### src/rtl/mac_pkg.sv
// -----------------------------------------------------------------------------
// mac_pkg
// Shared definitions for the multiply-accumulate datapath:
//   OPERAND_W  - width of each unsigned multiplier operand
//   PRODUCT_W  - width of the full unsigned product
//   state_e    - accumulate / hold state encoding of dot_product_acc
//   cnt_width  - width of the product counter for a given vector length
// -----------------------------------------------------------------------------
package mac_pkg;

    localparam int OPERAND_W = 4;
    localparam int PRODUCT_W = 8;

    typedef enum logic {
        ST_ACC  = 1'b0,
        ST_HOLD = 1'b1
    } state_e;

    // A one-element vector still needs a 1-bit counter so the register exists.
    function automatic int cnt_width(input int len);
        return (len > 1) ? $clog2(len) : 1;
    endfunction

endpackage

### src/rtl/dot_product_acc_if.sv
// -----------------------------------------------------------------------------
// dot_product_acc_if
// Operand-input and result-output handshakes of the dot-product stage.
//   in_valid / in_ready / in_a / in_b      : operand pair stream
//   out_valid / out_ready / out_sum        : completed dot product
// Modports:
//   master - the side that produces operands and consumes results
//   slave  - the dot-product block itself
// -----------------------------------------------------------------------------
interface dot_product_acc_if #(
    parameter int ACC_W = 16
);
    import mac_pkg::*;

    logic                 in_valid;
    logic                 in_ready;
    logic [OPERAND_W-1:0] in_a;
    logic [OPERAND_W-1:0] in_b;
    logic                 out_valid;
    logic                 out_ready;
    logic [ACC_W-1:0]     out_sum;

    modport master (
        output in_valid, in_a, in_b, out_ready,
        input  in_ready, out_valid, out_sum
    );

    modport slave (
        input  in_valid, in_a, in_b, out_ready,
        output in_ready, out_valid, out_sum
    );

endinterface

### src/rtl/dot_product_acc_mult.sv
// -----------------------------------------------------------------------------
// Mult
// Combinational unsigned OPERAND_W x OPERAND_W multiplier.
//   Multiplicand - unsigned operand
//   Multiplier   - unsigned operand
//   Product      - full-width unsigned product
// Built as a shift-and-add array: row gi contributes Multiplicand << gi when
// bit gi of Multiplier is set, and each row adds onto the running total of
// the row above it.
// -----------------------------------------------------------------------------
module Mult
    import mac_pkg::*;
(
    input  logic [OPERAND_W-1:0] Multiplicand,
    input  logic [OPERAND_W-1:0] Multiplier,
    output logic [PRODUCT_W-1:0] Product
);

    for (genvar gi = 0; gi < OPERAND_W; gi++) begin : g_row
        logic [PRODUCT_W-1:0] part;
        logic [PRODUCT_W-1:0] run;

        assign part = Multiplier[gi] ? (PRODUCT_W'(Multiplicand) << gi) : '0;

        if (gi == 0) begin : g_first
            assign run = part;
        end else begin : g_next
            assign run = g_row[gi-1].run + part;
        end
    end

    assign Product = g_row[OPERAND_W-1].run;

endmodule

### src/rtl/dot_product_acc.sv
// -----------------------------------------------------------------------------
// dot_product_acc
// Sums LEN consecutive 4x4-bit products and presents the total on a held
// valid/ready output.
// Parameters:
//   LEN   - products per result (1..256)
//   ACC_W - accumulator / result width, at least 8 + clog2(LEN)
// Ports:
//   clk  - clock, rising edge
//   rst  - synchronous active-high reset
//   bus  - slave side of dot_product_acc_if (operand in, result out)
// Behaviour: in ACC the block accepts one pair per cycle while in_valid is
// high; the LEN-th accepted product completes the sum, which is latched into
// out_sum and held in HOLD until out_ready. No operand is taken in HOLD.
// -----------------------------------------------------------------------------
module dot_product_acc
    import mac_pkg::*;
#(
    parameter int LEN   = 4,
    parameter int ACC_W = 16
) (
    input  logic             clk,
    input  logic             rst,
    dot_product_acc_if.slave bus
);

    localparam int CNT_W = cnt_width(LEN);

    state_e               state_q;
    logic [CNT_W-1:0]     cnt_q;
    logic [ACC_W-1:0]     acc_q;
    logic [ACC_W-1:0]     out_sum_q;

    logic [PRODUCT_W-1:0] product;
    logic [ACC_W-1:0]     acc_d;
    logic                 accept;
    logic                 last_pair;

    Mult u_mult (
        .Multiplicand (bus.in_a),
        .Multiplier   (bus.in_b),
        .Product      (product)
    );

    // The product of the pair being accepted joins the sum in the same cycle.
    assign acc_d     = acc_q + ACC_W'(product);
    assign accept    = bus.in_valid && (state_q == ST_ACC);
    assign last_pair = (cnt_q == CNT_W'(LEN - 1));

    always_ff @(posedge clk) begin
        if (rst) begin
            state_q   <= ST_ACC;
            cnt_q     <= '0;
            acc_q     <= '0;
            out_sum_q <= '0;
        end else begin
            case (state_q)
                ST_ACC: begin
                    if (accept) begin
                        if (last_pair) begin
                            out_sum_q <= acc_d;
                            acc_q     <= '0;
                            cnt_q     <= '0;
                            state_q   <= ST_HOLD;
                        end else begin
                            acc_q     <= acc_d;
                            cnt_q     <= cnt_q + CNT_W'(1);
                        end
                    end
                end
                ST_HOLD: begin
                    if (bus.out_ready) begin
                        state_q <= ST_ACC;
                    end
                end
                default: state_q <= ST_ACC;
            endcase
        end
    end

    // Handshake outputs depend only on the state register.
    assign bus.in_ready  = (state_q == ST_ACC);
    assign bus.out_valid = (state_q == ST_HOLD);
    assign bus.out_sum   = out_sum_q;

endmodule

### src/flat_wrapper.sv
// flat-port wrapper written by rule: the top's interface ports become plain ports
module dot_product_acc_flat import mac_pkg::*;
#(
    parameter int LEN   = 4,
    parameter int ACC_W = 16
)
  (clk, rst, bus_in_valid, bus_in_a, bus_in_b, bus_out_ready, bus_in_ready, bus_out_valid, bus_out_sum);
  dot_product_acc_if #(.ACC_W(ACC_W)) bus_i ();
  input  logic clk;
  input  logic rst;
  input wire logic [$bits(bus_i.in_valid)-1:0] bus_in_valid;
  input wire logic [$bits(bus_i.in_a)-1:0] bus_in_a;
  input wire logic [$bits(bus_i.in_b)-1:0] bus_in_b;
  input wire logic [$bits(bus_i.out_ready)-1:0] bus_out_ready;
  output wire logic [$bits(bus_i.in_ready)-1:0] bus_in_ready;
  output wire logic [$bits(bus_i.out_valid)-1:0] bus_out_valid;
  output wire logic [$bits(bus_i.out_sum)-1:0] bus_out_sum;
  assign bus_i.in_valid = bus_in_valid;
  assign bus_i.in_a = bus_in_a;
  assign bus_i.in_b = bus_in_b;
  assign bus_i.out_ready = bus_out_ready;
  assign bus_in_ready = bus_i.in_ready;
  assign bus_out_valid = bus_i.out_valid;
  assign bus_out_sum = bus_i.out_sum;
  dot_product_acc #(.LEN(LEN), .ACC_W(ACC_W)) u_core (.clk(clk), .rst(rst), .bus(bus_i));
endmodule
### config.mk
export PLATFORM = sky130hd
export DESIGN_NAME = dot_product_acc_flat
export DESIGN_NICKNAME = d
export VERILOG_FILES = /design/src/rtl/mac_pkg.sv /design/src/rtl/dot_product_acc_if.sv /design/src/rtl/dot_product_acc_mult.sv /design/src/rtl/dot_product_acc.sv /design/src/flat_wrapper.sv
export SDC_FILE = /design/constraint.sdc
export NUM_CORES = 1
export LEC_CHECK = 0
export BUFFER_PORTS_ARGS = -buffer_cell sky130_fd_sc_hd__buf_2
export CAP_MARGIN = 20
export CELL_PAD_IN_SITES_DETAIL_PLACEMENT = 1
export CELL_PAD_IN_SITES_GLOBAL_PLACEMENT = 2
export CORE_UTILIZATION = 30
export DETAILED_ROUTE_END_ITERATION = 10
export PLACE_DENSITY_LB_ADDON = 0.1
export RECOVER_POWER = 100
export SLEW_MARGIN = 20
export SYNTH_ARGS = -nofsm -noshare
export SYNTH_HDL_FRONTEND = slang
export SYNTH_HIERARCHICAL = 1
export SYNTH_SLANG_ARGS = --single-unit
### constraint.sdc
create_clock -name clk -period 8.5 [get_ports clk]
set_input_delay 0.425 -clock clk [delete_from_list [all_inputs] [get_ports clk]]
set_output_delay 0.425 -clock clk [all_outputs]
set_load 0.1 [all_outputs]
==> results of run 1 <==
==> power breakdown <==
group	switching, mW	internal [mW]	total, mW
combinational	0.0933	0.0537	0.147
sequential	0.00565	0.173	0.179
clock	0.0659	0.0638	0.130
total	0.165	0.291	0.455
==> metal layers <==
| metal | vias up | part of all wire [%] | GRT usage (%) |
|---|---|---|---|
| li1 | 1093 | - | - |
| met1 | 1097 | 53 | 24.6 |
| met2 | 22 | 44 | 27.4 |
| met3 | 6 | 2.0 | 2.60 |
| met4 | 0 | 1.0 | 4.37 |
| met5 | - | 0 | 0 |
==> stage by stage <==
step	std cells	cell area, um2	setup WS, ps	hold WS (ps)
finish	413	2650	3550	388
global route	413	2650	3390	383
CTS	413	2700	4060	384
detailed placement	406	2610	3790	447
global placement	406	2610	3860	439
floorplan	291	2400	4210	436
==> cells by family (layout without fill, tap and decap cells) <==
| group | Yosys count | after routing | share of synthesized area [%] |
|---|---|---|---|
| adders and majority gates | 25 | 25 | 14.9 |
| DFF | 35 | 35 | 29.2 |
| AOI/OAI and AO/OA | 79 | 79 | 23.0 |
| muxes | 3 | 3 | 1.25 |
| buffers and inverters | 24 | 44 | 3.91 |
| xor gates and xnor gates | 9 | 9 | 3.28 |
| and+or+nand+nor | 116 | 116 | 24.5 |
==> cell usage after synthesis, drive strengths merged, types with 2 or more instances <==
cell type | n | area, um2
a31o | 3 | 35.0
nand3 | 9 | 45.0
ha | 19 | 238
fa | 6 | 120
o211a | 2 | 20.0
buf | 5 | 22.5
nand2b | 2 | 12.5
a211oi | 4 | 35.0
a21oi | 25 | 129
a22oi | 3 | 22.5
inv | 8 | 30.0
or4 | 2 | 15.0
nor2 | 14 | 52.6
clkbuf | 11 | 41.3
a32oi | 2 | 17.5
o211ai | 7 | 52.6
or3 | 4 | 25.0
a21o | 8 | 60.1
nor2b | 2 | 12.5
a211o | 2 | 17.5
xnor2 | 7 | 61.3
nor4 | 3 | 18.8
mux2i | 3 | 30.0
and2 | 18 | 113
o21ai | 8 | 43.8
a31oi | 5 | 31.3
nand2 | 38 | 143
nand3b | 2 | 15.0
o21a | 3 | 22.5
a311oi | 2 | 17.5
o2111ai | 2 | 17.5
xor2 | 2 | 17.5
dfxtp | 35 | 701
and3 | 6 | 37.5
nor3 | 10 | 50.1
==> worst max-delay path by stage <==
stage	slack, ps	to
global route	3390	u_core/bus.out_sum[12]$_SDFFE_PP0P_
detailed placement	3790	u_core/acc_q[13]$_SDFFE_PP0P_
finish	3550	u_core/bus.out_sum[12]$_SDFFE_PP0P_
CTS	4060	u_core/acc_q[13]$_SDFFE_PP0P_
global placement	3860	u_core/acc_q[13]$_SDFFE_PP0P_
floorplan	4210	u_core/acc_q[15]$_SDFFE_PP0P_
==> registers in the layout, summed over array words and instances, names as in the netlist <==
register,count
u_core/acc_q,16
u_core/bus.out_sum,16
u_core/cnt_q,2
u_core/bus.out_valid,1
==> worst max-delay path: stages <==
cell	delay [ps]
sky130_fd_sc_hd__clkbuf_1	110
sky130_fd_sc_hd__and2_0	190
sky130_fd_sc_hd__fa_1	550
sky130_fd_sc_hd__inv_1	60
sky130_fd_sc_hd__fa_1	520
sky130_fd_sc_hd__inv_1	40
sky130_fd_sc_hd__ha_1	210
sky130_fd_sc_hd__fa_1	410
sky130_fd_sc_hd__xor2_1	170
sky130_fd_sc_hd__ha_1	390
sky130_fd_sc_hd__and3_1	230
sky130_fd_sc_hd__a221oi_1	920
sky130_fd_sc_hd__o21ai_0	410
sky130_fd_sc_hd__a21o_1	270
sky130_fd_sc_hd__a311oi_1	250
==> area by class of cell <==
cell class	instances	area, um2	area share, %
inverters	8	30.0	1.13
clock buffers	6	82.6	3.11
well taps	102	128	4.81
repair buffers	29	121	4.58
flip-flops and latches	35	701	26.4
clock inverters	1	5.00	0.189
multi-input cells	232	1590	59.8
==> summary.md, run 1 <==
| Metric | Value |
|---|---|
| Outcome | completed |
| Worst setup path startpoint | bus_in_b[0] |
| Total I/O pin count | 30 |
| Die area | around 0.0084 mm2 |
| Count of warnings emitted by yosys | 6 |
| Area of the core region | 0.00773 mm2 |
| Post-synthesis net count | ~330 |
| Most frequent cells in the layout | sky130_fd_sc_hd__nand2_1, sky130_fd_sc_hd__dfxtp_1, sky130_fd_sc_hd__a21oi_1 |
| Clk slew on worst S/H paths | 80 ps |
| Maximum number of pins on one net before global-route repair | 35 |
| Leakage | 1.08 nW |
| Reg2Reg Setup Slack | 5360 ps |
| Total grt overflow | 0 |
| Nets | roughly 350 |
| Wire length reported by the detailed router | 6920 um |
| Height of the die | 91.5 um |
| Total CTS buffers | 5 |
| DRC violation count after routing | 0 |
| Routability-driven placement congestion ratio | 0.736 |
| Depth of the worst register-to-register path | 7 |
| Timing-limited maximum frequency | 0.202 GHz |
| # resized after CTS | 0 |
| Vias in the first global route | roughly 2,200 |
| Endpoint required time on the critical path | about 8700 ps |
| Number of DRC violations after detailed-routing iteration 0 | 71 |
| Wire length of the first global-routing pass | 11,400 um |
| Worst-case clock buffer depth | 2 |
| IR drop worst, VDD | 0.0602 mV |
| Number of sinks on the clock net | 35 |
| RR Startpoint | u_core/acc_q[0]$_SDFFE_PP0P_ |
| Share of async-settable or async-resettable flops after synthesis | 0% |
| Total track usage | 17.4% |
| Worst skew pair latency | 290 ps |
| Power density over the cells | 172 mW/mm2 |
| Setup repair after global routing missed its margin | no |
| Maximum Capacitance Violations | 0 |
| Count of pins over their slew limit | 0 |
| Setup Skew | 5.22 ps |
| Relative slew slack | 17.6% |
| Effective utilization at floorplan | 31.1% |
| Overall via count from detail_route | ~2,200 |
| Synth Flop Type | sky130_fd_sc_hd__dfxtp_1 |
| Most common cell after layout, fill and taps aside | sky130_fd_sc_hd__nand2_1 |
| I/O Buffers | 29 |
| Htree depth | 2 |
| ANT nets after route | 0 |
| Number of register bits inferred by synthesis | 35 |
| Number of hold violations in the final report | 0 |
| Site row count | 32 |
| Maximum fanout along the worst path | 8 |
| Share of post-route cells with drive strength above 1 | between 5 and 6% |
| Clock tree from TritonCTS | built |
| Capture point of the worst reg-to-reg path | u_core/bus.out_sum[12]$_SDFFE_PP0P_ |
| Die width | slightly above 90 um |
| Layout overhead on the synthesized area | 10.4% |
| Endpoints failing setup | 0 |
| Total of hold buffers inserted after clock tree synthesis | 0 |
| HPWL after DPL | slightly below 5000 um |
| Number of antenna violations at the first check in global routing | 0 |
| Drt via density | 5.37 |
| Sequential cell area fraction in the yosys report | 29.2% |
| Type of element capturing the critical path | register |
| Count of cells along the worst hold path | 3 |
| Summed instance area of the synthesized netlist | roughly 0.0024 mm2 |
| Synth Area per Inst | 8.26 um2 |
| Final core utilization | 34.3% |
| Count of antenna diodes in the layout | 0 |
| Final-layout setup total negative slack | 0 ps |
| Number of flops mapped to enable cells by yosys | 0 |
| Kind of start point of the critical path | input pin |
| Hold Path Sink | u_core/bus.out_valid$_SDFF_PP0_ |
| Yosys cell types | 50 |
| Layout filler cell count | about 950 |
| Initial DRT Pass Iterations | 6 |
| Worst hold-check path type | input pin to register |
| Post-synthesis cell count | 291 |
| Root Buffer | sky130_fd_sc_hd__clkbuf_8 |
| Hold_sp | bus_out_ready |
| Data arrival at the endpoint of the critical path | 5150 ps |
| Final critical delay including setup and external delays | 4950 ps |
| Number of setup buffers added after CTS | 0 |
| Total power after layout | 0.455 mW |
| Fin crit share | 58.3% |
| Routed len/inst | around 17 um |
| Critical path class | input pin to register |
| Tightest Pin Transition | 1240 ps |
Note: power is estimated with default switching activity, not from simulation.
==> run 2: changes to the inputs <==
==> constraint.sdc (replaced) <==
create_clock -name clk -period 4.85 [get_ports clk]
set_input_delay 0.2425 -clock clk [delete_from_list [all_inputs] [get_ports clk]]
set_output_delay 0.2425 -clock clk [all_outputs]
set_load 0.1 [all_outputs]
==> run 2 against run 1 <==
Effect of this change: global-route usage up 0.061 points; routed wire length down 1.0%; power up 96%; cell count up 0.73%; die area unchanged; first-iteration DRC count down 4.2%; via count down 1.2%; register-to-register slack worse by 3200 ps; design area up 2.1%; clock skew up 1.1 ps; non-clock buffer count up 2; flip-flop and latch count unchanged; critical endpoint is now u_core/acc_q[15]$_SDFFE_PP0P_; largest cell class unchanged.
==> summary.md, run 2 (same netlist as run 1, synthesis figures left out) <==
| Metric | Value |
|---|---|
| Outcome | completed |
| Worst Slack Setup Final | ~500 ps |
| # resized after CTS | 0 |
| Setup repair after global routing missed its margin | no |
| Kind of start point of the critical path | input pin |
| RR Startpoint | u_core/acc_q[0]$_SDFFE_PP0P_ |
| Share of post-route cells with drive strength above 1 | under 10% |
| Total track usage | 17.4% |
| Data arrival at the endpoint of the critical path | between 4000 and 5000 ps |
| Met2 Resource Use GR | around 29% |
| Critical path class | input pin to register |
| Number of DRC violations after detailed-routing iteration 0 | 68 |
| Post-Layout Inst Area | approximately 0.0027 mm2 |
| Power density over the cells | 330 mW/mm2 |
| Met3 Resource Use GR | 2.68% |
| HPWL after DPL | around 5000 um |
| Endpoints failing setup | 0 |
| Site row count | 32 |
| Routing usage on met1 | approximately a quarter |
| Initial DRT Pass Iterations | 4 |
| Die area | 0.00837 mm2 |
| Root Buffer | sky130_fd_sc_hd__clkbuf_8 |
| Routability-driven placement congestion ratio | 0.726 |
| Height of the die | around 91 um |
| Maximum number of pins on one net before global-route repair | 35 |
| Fin crit share | about nine tenths |
| Number of sinks on the clock net | 35 |
| Worst-case clock buffer depth | 2 |
| Placement-stage worst setup slack | about 370 ps |
| Timing-limited maximum frequency | 0.230 GHz |
| Wire length reported by the detailed router | 6850 um |
| I/O Buffers | 29 |
| Tightest Pin Transition | 1180 ps |
| Layout overhead on the synthesized area | 12.8% |
| Wire length of the first global-routing pass | 11,400 um |
| Final critical delay including setup and external delays | 4350 ps |
| Worst setup path startpoint | bus_in_b[0] |
| Total CTS buffers | 5 |
| Maximum fanout along the worst path | 11 |
| Number of setup buffers added after CTS | 0 |
| Vias in the first global route | 2,217 |
| Htree depth | 2 |
| ANT nets after route | 0 |
| Worst hold-check path type | input pin to register |
| Post-placement cell area | 0.00263 mm2 |
| Area taken by flip-flops and latches | 701 um2 |
| Worst skew pair latency | 290 ps |
| Relative slew slack | a little over a fifth |
| Count of pins over their slew limit | 0 |
| Number of hold violations in the final report | 0 |
| Routed len/inst | 16.5 um |
| Final-layout setup total negative slack | 0 ps |
| Clk slew on worst S/H paths | 80 ps |
| Number of antenna violations at the first check in global routing | 0 |
| Endpoint required time on the critical path | ~5100 ps |
| Clock tree from TritonCTS | built |
| Nets | 350 |
| Total of hold buffers inserted after clock tree synthesis | 0 |
| Total I/O pin count | 30 |
| Maximum Capacitance Violations | 0 |
| DRC violation count after routing | 0 |
| Total grt overflow | 0 |
| Most common cell after layout, fill and taps aside | sky130_fd_sc_hd__nand2_1 |
| Hold_sp | bus_out_ready |
| Busiest layer in global routing | met2 |
| Layout filler cell count | 956 |
| Type of element capturing the critical path | register |
| Drt via density | roughly 5.3 |
| Die width | 91.5 um |
| Area of the core region | 0.00773 mm2 |
| Setup Skew | between 6 and 7 ps |
| IR drop worst, VDD | roughly 0.12 mV |
| Overall via count from detail_route | 2,192 |
| Final core utilization | 35.1% |
| Most frequent cells in the layout | sky130_fd_sc_hd__nand2_1, sky130_fd_sc_hd__dfxtp_1, sky130_fd_sc_hd__a21oi_1 |
| Area occupied by multi-input gates | ~0.0016 mm2 |
| Leakage | 1.10 nW |
| Effective utilization at floorplan | between 30% and 40% |
| Count of antenna diodes in the layout | 0 |
[run 2: cell count changes in the layout (fill, tap and decap cells not counted), sizes merged]
cell      delta
bufinv       +2
clkinvlp     +1
clkinv       -1
clkbuf       +1
[run 2: layout make-up]
class	count	share of cell area, %
flip-flops and latches	35	25.9
inverters	8	1.11
clock buffers	5	2.54
repair buffers	31	4.76
clock inverters	3	2.49
multi-input cells	232	58.5
well taps	102	4.71
[run 2: per-layer routing]
| layer | wire length (um) | part of all wire [%] | vias to the layer above |
|---|---|---|---|
| met5 | 0 | 0 | - |
| met4 | 51 | 0.74 | 0 |
| met3 | 174 | 2.5 | 4 |
| met2 | 3220 | 47 | 28 |
| met1 | 3400 | 50 | 1063 |
| li1 | - | - | 1097 |
[run 2: worst paths after layout]
kind / to / slack (ps) / cells after the start
min: u_core/bus.out_valid$_SDFF_PP0_ / 210 / 3
max: u_core/acc_q[15]$_SDFFE_PP0P_ / 500 / 18
min reg2reg: u_core/bus.out_sum[4]$_SDFFE_PP0P_ / 460 / 2
max reg2reg: u_core/bus.out_sum[12]$_SDFFE_PP0P_ / 2190 / 8
[run 2: power breakdown]
| part | switching, mW | internal (mW) |
|---|---|---|
| Combinational | 0.162 | 0.0952 |
| Clock | 0.118 | 0.205 |
| Sequential | 0.00974 | 0.303 |
| Total | 0.290 | 0.604 |
[run 2: critical path, cell delays in order]
cell,delay (ps)
sky130_fd_sc_hd__clkbuf_1,100
sky130_fd_sc_hd__and2_0,180
sky130_fd_sc_hd__fa_1,540
sky130_fd_sc_hd__inv_1,60
sky130_fd_sc_hd__fa_1,530
sky130_fd_sc_hd__inv_1,40
sky130_fd_sc_hd__ha_1,210
sky130_fd_sc_hd__fa_1,410
sky130_fd_sc_hd__a21o_1,200
sky130_fd_sc_hd__a21oi_1,170
sky130_fd_sc_hd__xnor2_1,150
sky130_fd_sc_hd__ha_1,350
sky130_fd_sc_hd__o21ai_0,260
sky130_fd_sc_hd__nor3_1,90
sky130_fd_sc_hd__clkbuf_1,160
sky130_fd_sc_hd__and2_0,200
sky130_fd_sc_hd__or4b_1,500
sky130_fd_sc_hd__a31oi_1,170
[run 2: per-stage QoR]
step	instances	hold WS, ps	total power, mW
floorplan	291	423	0.522
global route	416	235	0.952
CTS	416	201	0.925
detailed placement	408	447	0.591
finish	416	208	0.894
global placement	408	439	0.590
==> run 3: changes to the inputs <==
--- a/config.mk
+++ b/config.mk
@@ -7,11 +7,8 @@
 export LEC_CHECK = 0
 export BUFFER_PORTS_ARGS = -buffer_cell sky130_fd_sc_hd__buf_2
 export CAP_MARGIN = 20
-export CELL_PAD_IN_SITES_DETAIL_PLACEMENT = 1
-export CELL_PAD_IN_SITES_GLOBAL_PLACEMENT = 2
 export CORE_UTILIZATION = 30
 export DETAILED_ROUTE_END_ITERATION = 10
-export PLACE_DENSITY_LB_ADDON = 0.1
 export RECOVER_POWER = 100
 export SLEW_MARGIN = 20
 export SYNTH_ARGS = -nofsm -noshare
==> run 3 against run 2 <==
Effect of this change: sequential share of layout area up 0.50 points; die area unchanged; register-to-register slack better by 120 ps; highest routed layer unchanged; count of clock-buffer cells in the layout up 1; routed wire length down 13%; utilization down 0.66 points; critical path type unchanged; flip-flop and latch count unchanged; clock skew up 2.2 ps; power down 13%; cell count unchanged; design area down 1.9%; worst hold slack worse by 6.9 ps.
==> summary.md, run 3 (same netlist as run 1, synthesis figures left out) <==
| Metric | Value |
|---|---|
| Worst setup path startpoint | bus_in_b[0] |
| # resized after CTS | 0 |
| Count of antenna diodes in the layout | 0 |
| Overall via count from detail_route | between 2,000 and 2,500 |
| Sequential Power Share | 40.5% |
| Drt via density | 5.30 |
| Initial DRT Pass Iterations | 4 |
| Most frequent cells in the layout | sky130_fd_sc_hd__nand2_1, sky130_fd_sc_hd__dfxtp_1, sky130_fd_sc_hd__a21oi_1 |
| Cells along the critical path | clkbuf_1 -> and2_0 -> fa_1 -> inv_1 -> fa_1 -> inv_1 -> ha_1 -> fa_1 -> a21o_1 -> a21oi_1 -> xnor2_1 -> ha_1 -> o21ai_0 -> nor3_1 -> clkbuf_1 -> and2_1 -> or4b_1 -> a31oi_1 |
| DRC violation count after routing | 0 |
| Internal cell power | 0.497 mW |
| Clock share of power | 27.7% |
| RR Startpoint | u_core/acc_q[0]$_SDFFE_PP0P_ |
| Effective utilization at floorplan | 31.1% |
| Worst hold-check path type | input pin to register |
| Count of pins over their slew limit | 0 |
| Area of the core region | between 0.007 and 0.008 mm2 |
| Endpoint required time on the critical path | 5070 ps |
| Critical path's slowest cell | sky130_fd_sc_hd__fa_1 |
| Critical path class | input pin to register |
| Routability-driven placement congestion ratio | 0.829 |
| Data arrival at the endpoint of the critical path | 4660 ps |
| Die width | 91.5 um |
| Routed len/inst | 14.3 um |
| Fin crit share | 91.5% |
| Clock tree from TritonCTS | built |
| Root Buffer | sky130_fd_sc_hd__clkbuf_8 |
| Number of DRC violations after detailed-routing iteration 0 | 119 |
| Wire length reported by the detailed router | 5940 um |
| CP bufs+invs | 4 |
| Layout filler cell count | 848 |
| Worst path depth | 18 |
| Die area | 0.00837 mm2 |
| Maximum fanout along the worst path | 11 |
| Total track usage | 15.4% |
| Biggest cell delay along the critical path | 540 ps |
| Number of setup buffers added after CTS | 0 |
| Share of post-route cells with drive strength above 1 | 5.73% |
| Count of cells along the worst hold path | 3 |
| Cell family contributing the most delay on the critical path | adder cells |
| Wire length of the first global-routing pass | 10,300 um |
| Clk slew on worst S/H paths | 80 ps |
| Total power after layout | a little under 0.8 mW |
| Vias in the first global route | 2,115 |
| HPWL after DPL | 4190 um |
| Number of hold violations in the final report | 0 |
| Worst-case clock buffer depth | 2 |
| Htree depth | 2 |
| Combinational group share of total power | 31.8% |
| Final critical delay including setup and external delays | 4440 ps |
| Endpoints failing setup | 0 |
| Final-layout setup total negative slack | 0 ps |
| Total of hold buffers inserted after clock tree synthesis | 0 |
| I/O Buffers | 29 |
| Cell mode on critical path | sky130_fd_sc_hd__fa_1 |
| Layout overhead on the synthesized area | 10.6% |
| Setup Skew | 8.48 ps |
| Power density over the cells | 291 mW/mm2 |
| Tightest Pin Transition | 1190 ps |
| ANT nets after route | 0 |
| Setup repair after global routing missed its margin | no |
| Number of antenna violations at the first check in global routing | 0 |
| Depth of the worst register-to-register path | 8 |
| Relative slew slack | a little over a fifth |
| Timing-limited maximum frequency | 0.225 GHz |
| Reg2Reg Setup Slack | 2310 ps |
| Outcome | completed |
| Number of sinks on the clock net | 35 |
| Sw Pwr | 0.276 mW |
| Maximum number of pins on one net before global-route repair | 35 |
| Leakage | 1.08 nW |
| Total grt overflow | 0 |
| Area occupied by multi-input gates | between 0.0015 and 0.002 mm2 |
| Post-route worst hold slack | 201 ps |
| Type of element capturing the critical path | register |
| Area taken by flip-flops and latches | 701 um2 |
| Kind of start point of the critical path | input pin |
| Height of the die | ~91 um |
| Maximum Capacitance Violations | 0 |
| IR drop worst, VDD | 0.0953 mV |
| Capture point of the worst reg-to-reg path | u_core/acc_q[12]$_SDFFE_PP0P_ |
| Site row count | 32 |
| Fraction of power spent switching nets | 35.7% |
| Worst skew pair latency | 300 ps |
| Total I/O pin count | 30 |
| Total CTS buffers | 5 |
| Nets | 350 |
| Most common cell after layout, fill and taps aside | sky130_fd_sc_hd__nand2_1 |
| Setup crit end | u_core/acc_q[15]$_SDFFE_PP0P_ |
## run 3: area by class of cell
type / instances / share of cell area (%)
clock buffer: 6 / 2.73
clock inverter: 2 / 0.471
inverter: 8 / 1.13
multi-input combinational: 232 / 59.7
sequential: 35 / 26.4
tap: 102 / 4.80
timing repair buffer: 31 / 4.85
## run 3: how the worst min path moves through the flow
stage / startpoint / to / slack [ps]
5_1_grt: bus_out_ready / u_core/bus.out_valid$_SDFF_PP0_ / 220
3_5_place_dp: u_core/bus.out_sum[3]$_SDFFE_PP0P_ / u_core/bus.out_sum[3]$_SDFFE_PP0P_ / 450
6_report: bus_out_ready / u_core/bus.out_valid$_SDFF_PP0_ / 200
2_1_floorplan: rst / u_core/acc_q[9]$_SDFFE_PP0P_ / 420
4_1_cts: bus_out_ready / u_core/bus.out_valid$_SDFF_PP0_ / 200
3_3_place_gp: u_core/acc_q[5]$_SDFFE_PP0P_ / u_core/acc_q[5]$_SDFFE_PP0P_ / 440
## run 3: layer usage
metal,vias to the layer above,part of all wire (%),track usage (%)
met5,-,0,0
met4,0,1.1,4.50
met3,8,4.5,3.02
met2,55,45,24.7
met1,1038,49,21.0
li1,1103,-,-
## run 3: worst min-delay path, cell delays in order
cell and delay [ps]:
sky130_fd_sc_hd__buf_2 70, sky130_fd_sc_hd__nand2b_1 80, sky130_fd_sc_hd__a21oi_1 60
## run 3: power groups by stage
stage	Clock [mW]	Combinational [mW]	Sequential [mW]
after CTS	0.221	0.259	0.313
after floorplan	0	0.195	0.327
after global placement	0	0.256	0.319
after global routing	0.235	0.280	0.316
final	0.215	0.246	0.313
after detailed placement	0	0.258	0.320
## run 3: stage by stage
| stage | worst slack, ps | instances | area, um2 | utilization, % |
|---|---|---|---|---|
| global route | 201 | 416 | 2660 | 34.4 |
| finish | 412 | 416 | 2660 | 34.4 |
| global placement | 434 | 408 | 2630 | 34.0 |
| detailed placement | 334 | 408 | 2630 | 34.0 |
| CTS | 612 | 416 | 2710 | 35.1 |
| floorplan | 742 | 291 | 2400 | - |
